## src/rtl/pulse_seq_pkg.sv

```systemverilog
// Shared types and constants for the pulse program sequencer.
package pulse_seq_pkg;

  typedef enum logic [1:0] {
    IDLE,
    LOAD,
    RUN
  } state_e;

  // Symbol bit roles: bit1 = output level, bit0 = duration select (0 = a, 1 = b).
  localparam int unsigned SYM_LEVEL_BIT = 1;
  localparam int unsigned SYM_SEL_BIT   = 0;

  localparam int unsigned SYMS_PER_WORD = 16;
  localparam int unsigned SYM_IDX_W     = $clog2(SYMS_PER_WORD);

endpackage

```

## src/rtl/pulse_symbol_decode.sv

```systemverilog
// Extracts the current 2-bit symbol from a packed word and maps it to level and duration.
module pulse_symbol_decode
  import pulse_seq_pkg::*;
#(
  parameter int unsigned DUR_W = 8
) (
  input  logic [31:0]          i_mem_data,
  input  logic [SYM_IDX_W-1:0] i_sym_idx,
  input  logic [DUR_W-1:0]     i_dur_lo_a,
  input  logic [DUR_W-1:0]     i_dur_lo_b,
  input  logic [DUR_W-1:0]     i_dur_hi_a,
  input  logic [DUR_W-1:0]     i_dur_hi_b,
  output logic                 o_level,
  output logic [DUR_W-1:0]     o_dur
);

  logic [1:0] w_sym;

  assign w_sym = i_mem_data[{i_sym_idx, 1'b0} +: 2];

  // Select the duration entry by level and duration-select bit.
  always_comb begin
    o_level = w_sym[SYM_LEVEL_BIT];
    o_dur   = i_dur_lo_a;
    unique case ({w_sym[SYM_LEVEL_BIT], w_sym[SYM_SEL_BIT]})
      2'b00:   o_dur = i_dur_lo_a;
      2'b01:   o_dur = i_dur_lo_b;
      2'b10:   o_dur = i_dur_hi_a;
      default: o_dur = i_dur_hi_b;
    endcase
  end

endmodule

```

## src/rtl/pulse_program_sequencer.sv

```systemverilog
// Steps a program counter through packed pulse symbols, holding each level for a tick count.
module pulse_program_sequencer
  import pulse_seq_pkg::*;
#(
  parameter int unsigned MEM_WORDS = 4,
  parameter int unsigned PC_W      = 6,
  parameter int unsigned DUR_W     = 8
) (
  input  logic             clk,
  input  logic             rst_n,
  input  logic             i_start,
  input  logic             i_loop_en,
  input  logic [PC_W-1:0]  i_prog_start,
  input  logic [PC_W-1:0]  i_prog_end,
  input  logic             i_tick,
  input  logic [DUR_W-1:0] i_dur_lo_a,
  input  logic [DUR_W-1:0] i_dur_lo_b,
  input  logic [DUR_W-1:0] i_dur_hi_a,
  input  logic [DUR_W-1:0] i_dur_hi_b,
  output logic [PC_W-5:0]  o_mem_addr,
  input  logic [31:0]      i_mem_data,
  output logic             o_pulse_out,
  output logic             o_busy,
  output logic [PC_W-1:0]  o_pc,
  output logic             o_done_pulse,
  output logic             o_loop_pulse
);

  localparam int unsigned NumSyms = MEM_WORDS * SYMS_PER_WORD;

  state_e           r_state;
  logic [PC_W-1:0]  r_pc;
  logic [DUR_W-1:0] r_cnt;
  logic             r_pulse;
  logic             r_start_q;
  logic             r_done;
  logic             r_loop;

  logic             w_level;
  logic [DUR_W-1:0] w_dur;
  logic [PC_W-1:0]  w_pc_inc;

  u_decode_wrapper_unused_guard: assert property (@(posedge clk) 1'b1);

  pulse_symbol_decode #(
    .DUR_W (DUR_W)
  ) u_decode (
    .i_mem_data (i_mem_data),
    .i_sym_idx  (r_pc[SYM_IDX_W-1:0]),
    .i_dur_lo_a (i_dur_lo_a),
    .i_dur_lo_b (i_dur_lo_b),
    .i_dur_hi_a (i_dur_hi_a),
    .i_dur_hi_b (i_dur_hi_b),
    .o_level    (w_level),
    .o_dur      (w_dur)
  );

  // Next symbol index; wraps from the last table entry back to 0.
  always_comb begin
    w_pc_inc = r_pc + 1'b1;
    if (r_pc == PC_W'(NumSyms - 1)) w_pc_inc = '0;
  end

  // Sequencer FSM with registered level, strobes and program counter.
  always_ff @(posedge clk) begin
    if (!rst_n) begin
      r_state   <= IDLE;
      r_pc      <= '0;
      r_cnt     <= '0;
      r_pulse   <= 1'b0;
      r_done    <= 1'b0;
      r_loop    <= 1'b0;
      // Track start through reset so an edge that arrived during reset is absorbed.
      r_start_q <= i_start;
    end else begin
      r_start_q <= i_start;
      r_done    <= 1'b0;
      r_loop    <= 1'b0;
      if (!i_start) begin
        // Abort wins over any tick, including a final one.
        r_state <= IDLE;
        r_pulse <= 1'b0;
        r_pc    <= '0;
      end else begin
        unique case (r_state)
          IDLE: begin
            if (!r_start_q) begin
              r_state <= LOAD;
              r_pc    <= i_prog_start;
            end
          end
          LOAD: begin
            r_pulse <= w_level;
            r_cnt   <= w_dur;
            r_state <= RUN;
          end
          RUN: begin
            if (i_tick) begin
              if (r_cnt != '0) begin
                r_cnt <= r_cnt - 1'b1;
              end else if (r_pc != i_prog_end) begin
                r_pc    <= w_pc_inc;
                r_state <= LOAD;
              end else if (i_loop_en) begin
                r_pc    <= i_prog_start;
                r_loop  <= 1'b1;
                r_state <= LOAD;
              end else begin
                r_pulse <= 1'b0;
                r_done  <= 1'b1;
                r_state <= IDLE;
              end
            end
          end
          default: r_state <= IDLE;
        endcase
      end
    end
  end

  assign o_mem_addr   = r_pc[PC_W-1:SYM_IDX_W];
  assign o_pulse_out  = r_pulse;
  assign o_busy       = (r_state != IDLE);
  assign o_pc         = r_pc;
  assign o_done_pulse = r_done;
  assign o_loop_pulse = r_loop;

endmodule

```

## config.mk

```make
export PLATFORM = sky130hd
export DESIGN_NAME = pulse_program_sequencer
export DESIGN_NICKNAME = d
export VERILOG_FILES = /design/src/rtl/pulse_seq_pkg.sv /design/src/rtl/pulse_symbol_decode.sv /design/src/rtl/pulse_program_sequencer.sv
export SDC_FILE = /design/constraint.sdc
export NUM_CORES = 1
export LEC_CHECK = 0
export CAP_MARGIN = 10
export CORE_ASPECT_RATIO = 1.4
export CORE_MARGIN = 2
export CORE_UTILIZATION = 30
export DETAILED_ROUTE_END_ITERATION = 10
export GPL_TIMING_DRIVEN = 1
export PLACE_DENSITY = 0.58
export REMOVE_ABC_BUFFERS = 1
export SLEW_MARGIN = 20
export SYNTH_ARGS = -nofsm -noshare
export SYNTH_HDL_FRONTEND = slang
export SYNTH_SLANG_ARGS = --single-unit
```

## constraint.sdc

```tcl
create_clock -name clk -period 2.85 [get_ports clk]
set_input_delay 0.855 -clock clk [delete_from_list [all_inputs] [get_ports clk]]
set_output_delay 0.855 -clock clk [all_outputs]
set_load 0.05 [all_outputs]
```

==> results of run 1 <==
==> cells by family (layout without fill, tap and decap cells) <==
logic type	after synthesis	count (layout)	share of synthesized area
simple gates	81	81	0.223
compound gates	67	67	0.244
mux	34	34	0.213
buf+inv	21	116	0.0619
flops	20	20	0.211
xor+xnor	6	6	0.0276
fa+ha+maj	3	3	0.0198
==> cell usage after synthesis (2+ instances only) <==
master,instances
inv_1,7
buf_2,3
or3_1,3
mux2_2,2
ha_1,3
nand4_1,3
clkbuf_1,5
and2_1,2
nand2b_1,3
o31ai_1,2
nand3_1,6
a22oi_1,3
nor2_1,17
o2111a_1,2
a211oi_1,3
mux2i_1,27
a21oi_1,11
o21ai_0,17
o21a_1,5
o211ai_1,3
buf_4,3
nor3_1,6
xnor2_1,6
dfxtp_1,20
a31oi_1,4
nand2_1,18
a31o_2,2
nor2b_1,10
o221ai_1,6
a311oi_1,2
mux4_2,5
and3_1,5
==> per-stage QoR <==
stage	instances	util	hold WS, ns	TNS (ns)
finish	399	0.483	0.514	0
global route	399	0.483	0.536	0
CTS	399	0.483	0.519	0
detailed placement	395	0.472	0.506	-0.0332
global placement	395	0.472	0.489	0
floorplan	219	-	0.538	0
==> cell type report <==
type	instances	area, sq um
fillers	619	3190
multi-input cells	191	1380
repair buffers	104	1010
flip-flops and latches	20	400
well taps	72	90.1
clock buffers	3	41.3
clock inverters	1	30.0
inverters	8	30.0
==> metal layers <==
layer / vias up / GRT usage / share of wire
met5: - / 0 / 0
met4: 0 / 0.0406 / 0.013
met3: 7 / 0.0310 / 0.048
met2: 56 / 0.327 / 0.52
met1: 958 / 0.200 / 0.42
li1: 1058 / - / -
==> worst min-delay path by stage <==
stage | startpoint | to | slack (ns) | cells after the start
after global placement | o_pulse_out | o_pulse_out | 0.49 | 2
after CTS | o_pulse_out | o_pulse_out | 0.52 | 2
after global routing | o_pulse_out | o_pulse_out | 0.54 | 2
after floorplan | r_cnt[0] | r_cnt[0] | 0.54 | 3
final | o_pulse_out | o_pulse_out | 0.51 | 2
after detailed placement | o_pulse_out | o_pulse_out | 0.51 | 2
==> power breakdown <==
group          internal, mW  switching [mW]
registers             0.289          0.0147
clock network         0.188           0.119
logic                 0.205           0.151
==> state kept, by name, indices dropped and copies added, names as in the netlist <==
signal	count
r_cnt	8
o_pc	6
r_state	2
o_done_pulse	1
o_loop_pulse	1
o_pulse_out	1
r_start_q	1
==> results.cfg, run 1 <==
[outcome]
status = finished, final reports clean

[synthesis]
postSynth.asyncResetShare = 0
synth_cell_types = 50
synth_edf_count = 0
ys.flop_type = dfxtp_1
synth_largest_area_cell = dfxtp_1
synth_top_area_share = 0.211
yosys_register_bits = 20
synth_area_sq_um = 1900
synth_top_cells_by_area = dfxtp_1 (21%), mux2i_1 (14%), mux4_2 (5.9%)
syn_area_per_cell_sq_um = 8.19
ys_warn_count = 0
synth_cells = 232
yosysSeqAreaShare = 0.211

[die]
die_y_microns = 98.2
die_w_microns = 71.3
row_count = 34
start_util = 0.308
core_sq_um = 6170
pin_count = 93
design.die.area_sq_um = 7000

[cts]
htreeDepth = 1
cts_buffers = 3
post_cts_resized = 0
cts-root-buf = clkbuf_8
cts_tree = built
clk_pin_slew_ns = 0.09
cts_num_sinks = 20
clk_path_buf_depth = 2
hold_buffers = 0
post_cts_buffers = 0
clk_latency_ns = 0.27

[critical_path]
reg2reg_from = o_pc[1]
worst_setup_path_start_kind = register
r2r-end = r_cnt[5]
critPathKind = register to primary output
crit_start = o_pc[1]
cpLargestDelayFamily = buffers and inverters
crit_arrival_ns = 1.80
crit_chain = clkdlybuf4s50_1
r2r_cells = 6
cp-endpoint = o_pc[1]
max_stage_delay_ns = 0.90
crit_cells = 1
r2r_slack_ns = 0.54
cp_max_fo = 9
cp-end-kind = primary output
cp_slowest_cell = clkdlybuf4s50_1
required_ns = 2.00
path_buf_inv = 1

[sta]
timing.final.ws_setup_ns = 0.197
fin_crit_sh = 0.931
setup_viol = 0
final_max_slew_viol_count = 0
fmax_ghz = 0.377
worstMarginPinSlew_ns = 0.656
final.min_clock_period_ns = 2.65
fin_worst_skew_ns = 0.00306
slew_headroom = 0.558
finalHoldViolations = 0
rsz0062_at_grt = no

[routing]
routed_wl_microns = 6070
drt.antenna.violating_nets = 0
drt-wirelength-per-cell_microns = 15.2
drt_iter0_markers = 80
drc = 0
first_pass_iters = 4
via_per_inst = 5.21
vias = 2079

[global_routing]
grt_pass1_vias = 2147
grt_max_degree = 19
grt_overflow = 0
antenna_found_initial = 0
grt_pass1_wl_microns = 10000
grt_usage = 0.174

[placement]
post-place-ws_ns = -0.0250
place_area_sq_um = 2910
post-dp-hpwl_microns = 4900
place_congestion = 0.827
port_buffers = 92

[cells_and_area]
design_area_sq_um = 2980
layout_commonest_cell = clkdlybuf4s50_1
syn_to_final_growth_pct = 56.8
antenna_cells = 0
final_cell_mix = clkdlybuf4s50_1 (90), mux2i_1 (27), dfxtp_1 (20)
drive_gt1_frac = 0.101
layout.nets = 412

[pwr]
p_leak_nw = 1.09
power_mw = 0.966
power.density_nw_per_um2 = 324
vdd_drop_max_mv = 0.192

[job]
max_cap_violations = 0

[worst_hold_path]
hold_path.class = register to register
Power figures use the tool's default switching activity.
==> run 2: changes to the inputs <==
- CORE_ASPECT_RATIO: 1.4 -> 1.1
==> run 2 against run 1 <==
Compared with the run above: via count is 1.4% higher; flip-flop and latch count unchanged; critical path depth increased by 1; count of clock-buffer cells in the layout unchanged; setup slack better by 0.020 ns; largest cell class unchanged; largest power group unchanged.
==> results.cfg, run 2 (synthesized netlist as in run 1, its figures left out) <==
[cells_and_area]
design_area_sq_um = 3010
utilization = 0.488
drive_gt1_frac = 0.106
final_cell_mix = clkdlybuf4s50_1 (90), mux2i_1 (27), dfxtp_1 (20)
antenna_cells = 0
largest_reg_flops = 8
stdcell_count = 409
layout_commonest_cell = clkdlybuf4s50_1
layout.nets = 414
top_register = r_cnt
syn_to_final_growth_pct = 58.1

[critical_path]
critPathKind = register to primary output
reg2reg_from = r_cnt[0]
max_stage_delay_ns = 0.80
cp_slowest_cell = clkdlybuf4s50_1
cp-end-kind = primary output
crit_chain = or2_2 -> clkdlybuf4s50_1
r2r-end = r_cnt[2]
crit_arrival_ns = 1.78
cp_max_fo = 10
crit_start = r_state[1]
required_ns = 2.00
r2r_slack_ns = 0.53
r2r_cells = 8
worst_setup_path_start_kind = register

[sta]
finalHoldViolations = 0
final_max_slew_viol_count = 0
fin_crit_sh = 0.924
fmax_ghz = 0.380
setup_viol = 0
final.min_clock_period_ns = 2.63
rsz0062_at_grt = no
slew_headroom = 0.544
fin_worst_skew_ns = 0.00560
worstMarginPinSlew_ns = 0.677
timing.final.ws_setup_ns = 0.217

[die]
die_y_microns = 87.5
row_count = 30
start_util = 0.309
die_w_microns = 79.9
pin_count = 93
core_sq_um = 6160
design.die.area_sq_um = 6990

[job]
max_cap_violations = 0

[global_routing]
grt_usage = 0.173
grt_pass1_wl_microns = 9560
antenna_found_initial = 0
grt_pass1_vias = 2045
grt_overflow = 0
grt_max_degree = 13

[routing]
drt_iter0_markers = 80
drt.antenna.violating_nets = 0
drc = 0
top_layer = met4
via_per_inst = 5.15
dr_wl_met3_microns = 353
routed_wl_microns = 5920
met2_length_microns = 3110
first_pass_iters = 4
vias = 2108
drt-wirelength-per-cell_microns = 14.5
wl_met1_microns = 2440

[cts]
cts_num_sinks = 20
cts_buffers = 3
clk_pin_slew_ns = 0.09
post_cts_resized = 0
cts_tree = built
hold_buffers = 0
htreeDepth = 1
cts-root-buf = clkbuf_8
post_cts_buffers = 0
clk_path_buf_depth = 2
clk_latency_ns = 0.26

[pwr]
power_mw = 0.955
p_leak_nw = 1.10
power.density_nw_per_um2 = 318
vdd_drop_max_mv = 0.247

[worst_hold_path]
hold-path-cell-count = 2
min-delay-start = o_pulse_out
hold_path_end = o_pulse_out
hold_path.class = register to register

[placement]
place_congestion = 0.924
port_buffers = 92
post-place-ws_ns = -0.0141
post-dp-hpwl_microns = 4810
place_area_sq_um = 2930
dp_cells = 405

[outcome]
status = finished, final reports clean
## run 2: cell types whose count changed in the layout (fill, tap and decap cells not counted), sizes merged
cell  before  now
buf       14   16
## run 2: cell type report
class | count | area, sq um
Clock buffer | 3 | 41.3
Fill cell | 606 | 3150
Sequential cell | 20 | 400
Clock inverter | 1 | 30.0
Inverter | 8 | 30.0
Tap cell | 80 | 100
Multi-Input combinational cell | 191 | 1380
Timing Repair Buffer | 106 | 1020
## run 2: per-layer routing
layer	vias up	global-route usage
met5	-	0
li1	1069	-
met3	2	0.0270
met4	0	0.0401
met2	62	0.330
met1	975	0.199
## run 2: worst max-delay path: cells and delay by family, from the launching register on
family        cells  cell delay [ns]
flops             1             0.50
simple gates      1             0.21
buf+inv           1             0.80
## run 2: worst max-delay path by stage
stage | slack, ns | end | cells past startpoint
floorplan | 0.24 | r_cnt[6] | 6
global placement | -0.009 | r_cnt[5] | 7
detailed placement | -0.01 | r_cnt[5] | 7
CTS | 0.20 | o_busy | 2
global route | 0.13 | o_busy | 2
finish | 0.22 | o_busy | 2
## run 2: metrics by stage
| stage | hold slack (ns) | TNS, ns |
|---|---|---|
| detailed placement | 0.502 | -0.0206 |
| finish | 0.506 | 0 |
| CTS | 0.513 | 0 |
| global route | 0.529 | 0 |
| global placement | 0.488 | -0.00940 |
| floorplan | 0.538 | 0 |
## run 2: power by group
part | switching [mW] | total (mW) | internal (mW)
Combinational | 0.149 | 0.357 | 0.208
Sequential | 0.0150 | 0.304 | 0.289
Clock | 0.107 | 0.294 | 0.188
Total | 0.271 | 0.955 | 0.684
==> run 3: changes to the inputs <==
- CAP_MARGIN: 10 -> 0
- HOLD_SLACK_MARGIN: not set -> 0.05
- REMOVE_ABC_BUFFERS: 1 -> not set
==> run 3 against run 2 <==
Compared with the run above: combinational power shrank 2%; highest routed layer unchanged; largest power group unchanged; routed wire length shrank 4.2%; first-iteration DRC count grew 29%; sequential power is essentially flat; largest cell class unchanged; power shrank 7.9%; global-route usage shrank 0.84 points; sequential share of layout area grew 0.13 points; non-clock buffer count shrank 2; critical path depth is the same.
==> results.cfg, run 3 (synthesized netlist as in run 1, its figures left out) <==
[critical_path]
worst_setup_path_start_kind = register
r2r-end = r_cnt[5]
cp-end-kind = primary output
required_ns = 2.00
r2r_cells = 6
crit_arrival_ns = 1.76
cp-endpoint = o_busy
r2r_slack_ns = 0.54
critPathKind = register to primary output
reg2reg_from = o_pc[1]
crit_start = r_state[1]
cp_max_fo = 10

[cts]
clk_path_buf_depth = 2
clk_latency_ns = 0.26
cts-root-buf = clkbuf_8
cts_tree = built
cts_num_sinks = 20
clk_pin_slew_ns = 0.08
post_cts_buffers = 0
cts_buffers = 3
hold_buffers = 0
post_cts_resized = 0
htreeDepth = 1

[global_routing]
grt_pass1_vias = 2081
grt_overflow = 0
grt_pass1_wl_microns = 9250
grt_max_degree = 13
grt_usage = 0.164
antenna_found_initial = 0

[pwr]
vdd_drop_max_mv = 0.159
power.density_nw_per_um2 = 295
power_mw = 0.879
p_leak_nw = 1.08

[die]
row_count = 30
design.die.area_sq_um = 6990
core_sq_um = 6160
die_y_microns = 87.5
die_w_microns = 79.9
pin_count = 93
start_util = 0.309

[sta]
rsz0062_at_grt = no
worstMarginPinSlew_ns = 0.640
fin_crit_sh = 0.919
holdWs_ns = 0.506
setup_viol = 0
finalHoldViolations = 0
slew_headroom = 0.569
final.min_clock_period_ns = 2.62
fmax_ghz = 0.382
fin_worst_skew_ns = 0.00517
final_max_slew_viol_count = 0

[cells_and_area]
drive_gt1_frac = 0.0979
stdcell_count = 407
antenna_cells = 0
largest_reg_flops = 8
layout.nets = 412
layout_commonest_cell = clkdlybuf4s50_1
syn_to_final_growth_pct = 56.6
final_cell_mix = clkdlybuf4s50_1 (91), mux2i_1 (27), dfxtp_1 (20)
top_register = r_cnt

[routing]
vias = 2053
drc = 0
drt-wirelength-per-cell_microns = 13.9
via_per_inst = 5.04
drt_iter0_markers = 103
first_pass_iters = 4
drt.antenna.violating_nets = 0
routed_wl_microns = 5680

[outcome]
status = finished, final reports clean

[worst_hold_path]
hold_path.class = register to register
hold-path-cell-count = 2

[placement]
port_buffers = 92
post-dp-hpwl_microns = 4640
dp_cells = 403
place_congestion = 0.894

[synthesis]
synth_nets = 316

[job]
max_cap_violations = 0
==> run 3: changes by cell type in the layout (fill, tap and decap cells not counted), sizes merged <==
cell and delta:
clkdlybuf4s50 +1, clkbuf +1, bufinv -1, buf -3
==> run 3: worst max-delay path: stages, from the launching register on <==
cell and delay (ns):
dfxtp_1 0.49, or2_2 0.21, clkdlybuf4s50_1 0.80
==> run 3: how the worst min path moves through the flow <==
stage | from | endpoint | slack (ns)
4_1_cts | o_pulse_out | o_pulse_out | 0.51
5_1_grt | o_pulse_out | o_pulse_out | 0.56
6_report | o_pulse_out | o_pulse_out | 0.51
3_5_place_dp | o_pulse_out | o_pulse_out | 0.49
3_3_place_gp | o_pulse_out | o_pulse_out | 0.48
2_1_floorplan | r_cnt[0] | r_cnt[0] | 0.54
==> run 3: through the flow <==
stage                     utilization  cell area (sq um)  worst slack, ns  TNS (ns)
final                           0.484               2980            0.230         0
after floorplan                     -               1900            0.413         0
after detailed placement        0.475               2920          -0.0405   -0.0912
after global routing            0.484               2980            0.140         0
after global placement          0.475               2920          -0.0320   -0.0559
after CTS                       0.484               2980            0.207         0
==> run 3: routing by layer <==
layer | vias up | GRT usage | routed length (microns) | share of wire
li1 | 1065 | - | - | -
met1 | 911 | 0.189 | 2390 | 0.42
met2 | 73 | 0.297 | 2760 | 0.49
met3 | 4 | 0.0581 | 499 | 0.088
met4 | 0 | 0.0262 | 34 | 0.0060
met5 | - | 0 | 0 | 0
==> run 3: layout make-up <==
| cell class | instances | area, sq um |
|---|---|---|
| Fill cell | 624 | 3180 |
| Multi-Input combinational cell | 191 | 1380 |
| Timing Repair Buffer | 104 | 1010 |
| Sequential cell | 20 | 400 |
| Tap cell | 80 | 100 |
| Clock buffer | 4 | 55.1 |
| Inverter | 8 | 30.0 |
==> run 3: power breakdown <==
part	switching (mW)	internal [mW]
Clock	0.103	0.123
Sequential	0.0158	0.289
Combinational	0.145	0.204
